File: config.mk
export PLATFORM = sky130hd
export DESIGN_NAME = branch_resolve_unit
export DESIGN_NICKNAME = d
export VERILOG_FILES = /design/src/rtl/branch_resolve_unit.sv
export SDC_FILE = /design/constraint.sdc
export NUM_CORES = 1
export LEC_CHECK = 0
export ABC_AREA = 0
export ABC_CLOCK_PERIOD_IN_PS = 2300
export CORE_ASPECT_RATIO = 0.5
export CORE_MARGIN = 5
export CORE_UTILIZATION = 45
export DETAILED_ROUTE_END_ITERATION = 10
export MAX_ROUTING_LAYER = met4
export PLACE_DENSITY = 0.84
export SYNTH_ARGS = -nofsm -noshare
export SYNTH_HDL_FRONTEND = slang
export SYNTH_SLANG_ARGS = --single-unit
export TNS_END_PERCENT = 10
File: constraint.sdc
create_clock -name clk -period 2.3 [get_ports clk]
set_clock_uncertainty 0.15 [all_clocks]
set_input_delay 0.23 -clock clk [delete_from_list [all_inputs] [get_ports clk]]
set_output_delay 0.23 -clock clk [all_outputs]
set_load 0.1 [all_outputs]
File: src/rtl/branch_resolve_unit.sv
// +----------------------------------------------------------------------------+
// | branch_resolve_unit: tracks fetch-time jump/branch predictions down to E,  |
// | redirects and flushes the front end on a mispredict, counts outcomes.      |
// | Revision: 1.0                                                              |
// +----------------------------------------------------------------------------+
`default_nettype none

module branch_resolve_unit #(
    parameter int AW           = 32,
    parameter int FLUSH_CYCLES = 2,
    parameter int CNT_W        = 16
) (
    input  logic             clk,
    input  logic             rst_n,
    input  logic             stall,
    input  logic             is_ctrl_f,
    input  logic             take_jb_f,
    input  logic [AW-1:0]    jb_target_f,
    input  logic [AW-1:0]    pc_f,
    input  logic             resolve_e,
    input  logic             actual_taken_e,
    input  logic [AW-1:0]    actual_target_e,
    output logic             redirect,
    output logic [AW-1:0]    redirect_pc,
    output logic             flush,
    output logic [CNT_W-1:0] branch_count,
    output logic [CNT_W-1:0] mispredict_count
);

    localparam int FC_W = (FLUSH_CYCLES > 1) ? $clog2(FLUSH_CYCLES) : 1;

    typedef struct packed {
        logic          valid;
        logic          pred_taken;
        logic [AW-1:0] pred_target;
        logic [AW-1:0] pc_plus4;
    } entry_t;

    typedef enum logic [0:0] {
        S_IDLE  = 1'b0,
        S_FLUSH = 1'b1
    } state_t;

    state_t          state, state_nxt;
    logic [FC_W-1:0] fcnt, fcnt_nxt;
    entry_t          ent_f, ent_d, ent_e, ent_d_nxt, ent_e_nxt;
    logic            resolve, mispredict, start_flush;

    always_comb begin
        ent_f.valid       = is_ctrl_f;
        ent_f.pred_taken  = take_jb_f;
        ent_f.pred_target = jb_target_f;
        ent_f.pc_plus4    = pc_f + AW'(4);
    end

    // Resolution is only honoured in IDLE; during FLUSH the E slot is wrong-path.
    assign resolve    = (state == S_IDLE) && ent_e.valid && resolve_e;
    assign mispredict = resolve &&
                        ((ent_e.pred_taken != actual_taken_e) ||
                         (actual_taken_e && (ent_e.pred_target != actual_target_e)));

    always_comb begin
        state_nxt   = state;
        fcnt_nxt    = fcnt;
        start_flush = 1'b0;
        case (state)
            S_IDLE: begin
                if (mispredict) begin
                    state_nxt   = S_FLUSH;
                    fcnt_nxt    = FC_W'(FLUSH_CYCLES - 1);
                    start_flush = 1'b1;
                end
            end
            S_FLUSH: begin
                if (fcnt == '0) begin
                    state_nxt = S_IDLE;
                end else begin
                    fcnt_nxt = fcnt - FC_W'(1);
                end
            end
            default: state_nxt = S_IDLE;
        endcase
    end

    always_ff @(posedge clk or negedge rst_n) begin
        if (!rst_n) begin
            state <= S_IDLE;
            fcnt  <= '0;
        end else begin
            state <= state_nxt;
            fcnt  <= fcnt_nxt;
        end
    end

    // Entries behind a mispredict are wrong-path, so they are dropped at the same edge.
    always_comb begin
        ent_d_nxt = ent_d;
        ent_e_nxt = ent_e;
        if ((state == S_FLUSH) || mispredict) begin
            ent_d_nxt.valid = 1'b0;
            ent_e_nxt.valid = 1'b0;
        end else if (!stall) begin
            ent_e_nxt = ent_d;
            ent_d_nxt = ent_f;
        end else if (resolve) begin
            ent_e_nxt.valid = 1'b0;
        end
    end

    always_ff @(posedge clk or negedge rst_n) begin
        if (!rst_n) begin
            ent_d <= '0;
            ent_e <= '0;
        end else begin
            ent_d <= ent_d_nxt;
            ent_e <= ent_e_nxt;
        end
    end

    always_ff @(posedge clk or negedge rst_n) begin
        if (!rst_n) begin
            redirect    <= 1'b0;
            redirect_pc <= '0;
        end else begin
            redirect <= start_flush;
            if (start_flush) begin
                redirect_pc <= actual_taken_e ? actual_target_e : ent_e.pc_plus4;
            end
        end
    end

    always_ff @(posedge clk or negedge rst_n) begin
        if (!rst_n) begin
            branch_count     <= '0;
            mispredict_count <= '0;
        end else begin
            if (resolve && (branch_count != '1)) begin
                branch_count <= branch_count + CNT_W'(1);
            end
            if (mispredict && (mispredict_count != '1)) begin
                mispredict_count <= mispredict_count + CNT_W'(1);
            end
        end
    end

    assign flush = (state == S_FLUSH);

endmodule

`default_nettype wire

Word-level counts from Yosys, hierarchy flattened:

Index checks and enable logic that the tools add are counted.

* bits in registers: 199
* word-level logic and storage cells: 50

* $add $sub $neg: 4
* eq/ne operators: 7
* muxes and demuxes: 13
* bitwise operators: 3
* reductions and logical operators: 9

Operator list (number)
* $mux W66: 1
* $add A16 B1 Y16 const B: 2
* $add A32 B3 Y32 const B: 1
* $mux W32: 1
* $ne A16 B16 Y1 const B: 2
* $ne A32 B32 Y1: 1
* $mux W1: 9
* $logic_and A1 B1 Y1: 6
* $pmux W1 S2: 2
* $ne A3 B1 Y1 const B: 1
* $not A1 Y1: 3
* $logic_or A1 B1 Y1: 2
* $ne A2 B1 Y1 const B: 1
* $ne A2 B2 Y1 const B: 1
* $reduce_and A2 Y1: 1
* $ne A1 B1 Y1: 1
* $sub A1 B1 Y1 const B: 1

Logic depth before layout (Yosys ltp):

* depth after elaboration: 7
* gate-level depth with buffers: 8
* depth with buffers taken out: 7

Worst setup path before layout:

No wires, ideal clock.

* path kind: register to register
* from: reg mispredict_count[0]
* to: reg mispredict_count[13]
* setup time: 0.163 ns
* data arrival time: 2.585 ns
* data required time: 1.987 ns
* path slack: -0.598 ns
* stages on the path, launching flop included: 8
* buffers on the path: 1
* period minus slack after synthesis: 2.898 ns
* cell sequence: dfrtp_1 ha_1 nand3_1 or2_2 o31ai_1 clkbuf_1 nor4_1 xor2_1

* cells in the longest elaborated chain, start to end: 2
* elaborated cells between the ends (all ways): 3
* those cells by class: 1 x add/sub; 1 x eq/ne; 1 x reduce/logical

Ends and longest elaborated chain
* start: declaration: line 27 `output logic [CNT_W-1:0] mispredict_count`
* start signal: assignment: line 141 `mispredict_count <= mispredict_count + CNT_W'(1);`
* parallel branches: the longest is 2 deep, another holds $add A16 B1 Y16

Parallel ways; which one is timed is not known.
A chain may end at the register's enable or synchronous reset.

Worst setup path after layout:

* from: reg ent_e[47] (netlist bit)
* to: reg ent_e[46] (netlist bit)

* cells in the longest elaborated chain, start to end: 7

Ends and longest elaborated chain
* start: declaration: line 46 `entry_t ent_f, ent_d, ent_e, ent_d_nxt, ent_e_nxt;`
* start signal: assignment: line 116 `ent_e <= ent_e_nxt;`
* $ne A32 B32 Y1: line 60 `(actual_taken_e && (ent_e.pred_target != actual_target_e)));`
* $logic_and A1 B1 Y1: line 60
* $logic_or A1 B1 Y1: line 59 `((ent_e.pred_taken != actual_taken_e) ||`
* $logic_and A1 B1 Y1: line 58 `assign mispredict = resolve &&`
* $logic_or A1 B1 Y1: line 99 `if ((state == S_FLUSH) || mispredict) begin`
* $not A1 Y1 (no line)
* $reduce_and A2 Y1 (no line)

No other way between the ends.

==> impl_results.md <==
- Final setup fails: 131
- Dominant cell type by area after synthesis: dfrtp_1
- Sequential area share after synthesis: between 50% and 60%
- Storage cell area: about 5000 µm²
- Psw: 6405 µW
- Worst Path Required: 2.46 ns
- Slew margin rel.: 68.43%
- Worst setup startpoint: ent_e[47]
- Max_cap viols: 0
- All-layer global routing usage: about a fifth
- CTS tree: done
- # DRC: 0
- Internal power: between 8000 and 9000 µW
- Pwr/cell area: 1232 nW/µm²
- Nets: 1032
- Worst Hold Class: input pin to asynchronous set/reset pin
- Final cell area excluding filler cells: 12010 µm²
- Vias: roughly 6400
- Port bufs: approximately 170
- Starting Density: between 40 and 50%
- DR WL/cell: approximately 19 µm
- Setup ws final: -0.1911 ns
- Max rail drop VDD: between 0.7 and 0.8 mV
- Layout area overhead: 34.21%
- Final min period: ~2.5 ns
- Post-DR vias/cell: 5.324
- Layout filler cell count: between 1000 and 1500
- P_leak: 0.005305 µW
- Clock-pin slew on the worst setup and hold paths: about 0.090 ns
- Worst r2r src: ent_e[47]
- Largest net degree at the start of global routing: 59
- Num Clock Sinks: ~200
- Routed WL: 22940 µm
- Core area: slightly below 20000 µm²
- Tcrit/Tclk final: 108.3%
- Switching Fraction: between 40% and 50%
- R2R Setup Slk: -0.19 ns
- Footprint of the multi-input gates: a little under 4000 µm²
- Rows: 36
- Setup TNS: -19.09 ns
- Clock tree buffer depth: 2
- Arrival @ worst endpoint: between 2 and 3 ns
- Reg power frac: between 30% and 40%
- H-tree Lvls: 4
- Fin. max-slew vios: 0
- First-pass GRT wire length: 35540 µm
- Crit Path Category: flop to flop
- Comb pwr share: approximately 40%
- Synthesis Warnings: 0
- Violated checks: setup timing
- Clk Latency, worst-skew pair: around 0.43 ns
- Status: finished with violations
- Clk pwr share: approximately a fifth
- CTS root buffer: clkbuf_16
- RSZ-0062 raised after global routing: true
- RePlAce Congestion: roughly 0.85
- Flop and latch count out of synthesis: just under 200
- DIE HEIGHT: 109.7 µm
- IO Pins: 169
- CTS Buf Count: 17
- HPWL after DPL: 16790 µm
- Synth top area share: between 50% and 60%
- Die Wd: 209.4 µm
- CP Capture Type: flop
- Post-Syn Area per Cell: 12.78 µm²
- Post-placement cell area: 11200 µm²
- GRT Residual Overflow: 0
- Vias in the first global route: ~6600
- Initial antenna violation count: 0
- Mapped Nets: a little over 800
- Post-synthesis cell area: 8946 µm²
- Reg2reg path depth: 8
- Least-Margin Pin Slew: 0.4736 ns
- Power, Total: 14790 µW
- CP startpoint kind: flop
- Fmax: between 400 and 500 MHz
- Synth area leaders: dfrtp_1 (56%), mux2_1 (12%), xor2_1 (4.9%)
- Distinct cells, synth: 34
- Top fanout value on the critical path: 58
- ANT nets after route: 0
- Ant. Diodes: 0
- DR pass1 iterations: 4
- DR iter-0 viols: 399
- Final Hold Viols: 0
- Share of layout cells above drive strength 1: between 20% and 30%
- Cells after Synth: 700
- Die area: ~23000 µm²
- Worst setup path end: ent_e[46]
- FF-to-FF End: ent_e[46]
-- routing by layer --
metal	vias to the layer above	share of wire, %	track usage (%)
met1	3276	43	25.50
met4	0	2.3	6.189
met2	155	50	34.19
met5	-	0	-
met3	39	3.9	3.791
li1	2946	-	-
-- critical path, stage by stage, from the launching register on --
cell     delay (ns)
dfrtp_1        0.41
xor2_1         0.18
nor4_4         0.36
nand4_1        0.22
nor3_4         0.17
buf_6          0.15
o21ai_4        0.09
buf_12         0.23
mux2_1         0.36
-- area by class of cell --
| class | count | share of cell area [%] |
|---|---|---|
| clock inverters | 15 | 1.605 |
| repair buffers | 241 | 18.07 |
| clock buffers | 17 | 3.543 |
| inverters | 4 | 0.1251 |
| multi-input cells | 463 | 32.09 |
| flip-flops and latches | 199 | 41.80 |
| well taps | 266 | 2.772 |
-- layout by cell type (no fill, tap or decap), types with 6 or more instances in the layout --
cell type and count:
clkinv_8 6, mux2_4 11, mux2i_1 35, nand3_1 23, nand2_1 26, clkbuf_16 18
dfrtp_2 19, mux2_1 89, and3_1 10, dfrtp_1 176, nand4_1 18, mux2_2 35
nor2_1 11, buf_4 128, xor2_1 50, buf_12 6, clkdlybuf4s50_1 100, xnor2_1 36
o21ai_0 64, nor4_1 8, nor3_1 14
-- synthesized netlist by cell type --
cell type and number:
dfrtp_1 199, mux2_1 99, o21ai_0 64, xor2_1 50, mux2_2 36, xnor2_1 36
mux2i_1 35, nand2_1 26, nand3_1 24, nand4_1 18, clkbuf_1 17, nor3_1 14
nor2_1 12, nor4_1 12, and3_1 10, buf_6 10, buf_2 6, and4_1 4
inv_1 4, a21oi_1 3, ha_1 3, or2_2 3, and2_1 2, nand2b_1 2
or3_1 2, and4b_1 1, buf_4 1, nand3b_1 1, nor2b_1 1, nor3_2 1
nor3b_1 1, nor4b_1 1, o21ai_2 1, o31ai_1 1
-- metrics by stage --
stage               std cells  setup WS [ns]  hold slack, ns  util [%]
floorplan                 700       -0.05997         -0.2156         -
global placement         1166        -0.7384       -0.003225     57.45
detailed placement       1166        -0.8133      -0.0001040     57.45
CTS                      1200        -0.1781          0.1000     60.76
global route             1205        -0.2816          0.1016     61.56
finish                   1205        -0.1911          0.1018     61.56
-- logic make-up (layout without fill, tap and decap cells) --
logic type / after synthesis / count (layout) / share of synthesized area [%]
adders and majority gates: 3 / 3 / 0.4196
DFF: 199 / 199 / 55.66
and+or+nand+nor: 135 / 135 / 8.098
AOI/OAI and AO/OA: 69 / 69 / 3.930
muxes: 170 / 170 / 20.91
buffers and inverters: 38 / 277 / 2.559
xor gates and xnor gates: 86 / 86 / 8.420
-- worst min path at each step --
stage / depth (start not counted) / from / end
floorplan: 0 / rst_n / branch_count[10]
global placement: 1 / rst_n / ent_d[21]
detailed placement: 1 / rst_n / ent_d[21]
CTS: 2 / rst_n / ent_d[21]
global route: 2 / rst_n / ent_d[21]
finish: 2 / rst_n / ent_d[15]
-- power groups by stage --
stage	registers (µW)	logic [µW]	clock network, µW
final	5840	5900	3040
after detailed placement	5890	5750	0
after global routing	5980	6230	3240
after CTS	5830	5830	3090
after floorplan	7930	2010	0
after global placement	5800	5610	0
-- registers in the layout, summed over array words and instances (netlist names) --
name and flops:
ent_e 66, mispredict_count 16, branch_count 16, redirect 1, redirect_pc 32, fcnt 1, flush 1, ent_d 66
-- what timing repair did --
item | 4_1_cts | 5_1_grt
endpoints found under the hold margin | 173 | 0
buffers inserted | 1 | 4
gates cloned | 0 | 1
setup endpoints to repair | 183 | 183
gates resized for setup | 2 | 22
pin swaps | 2 | 0
hold buffers | 1 | 0
Note: power is estimated with default switching activity, not from simulation.
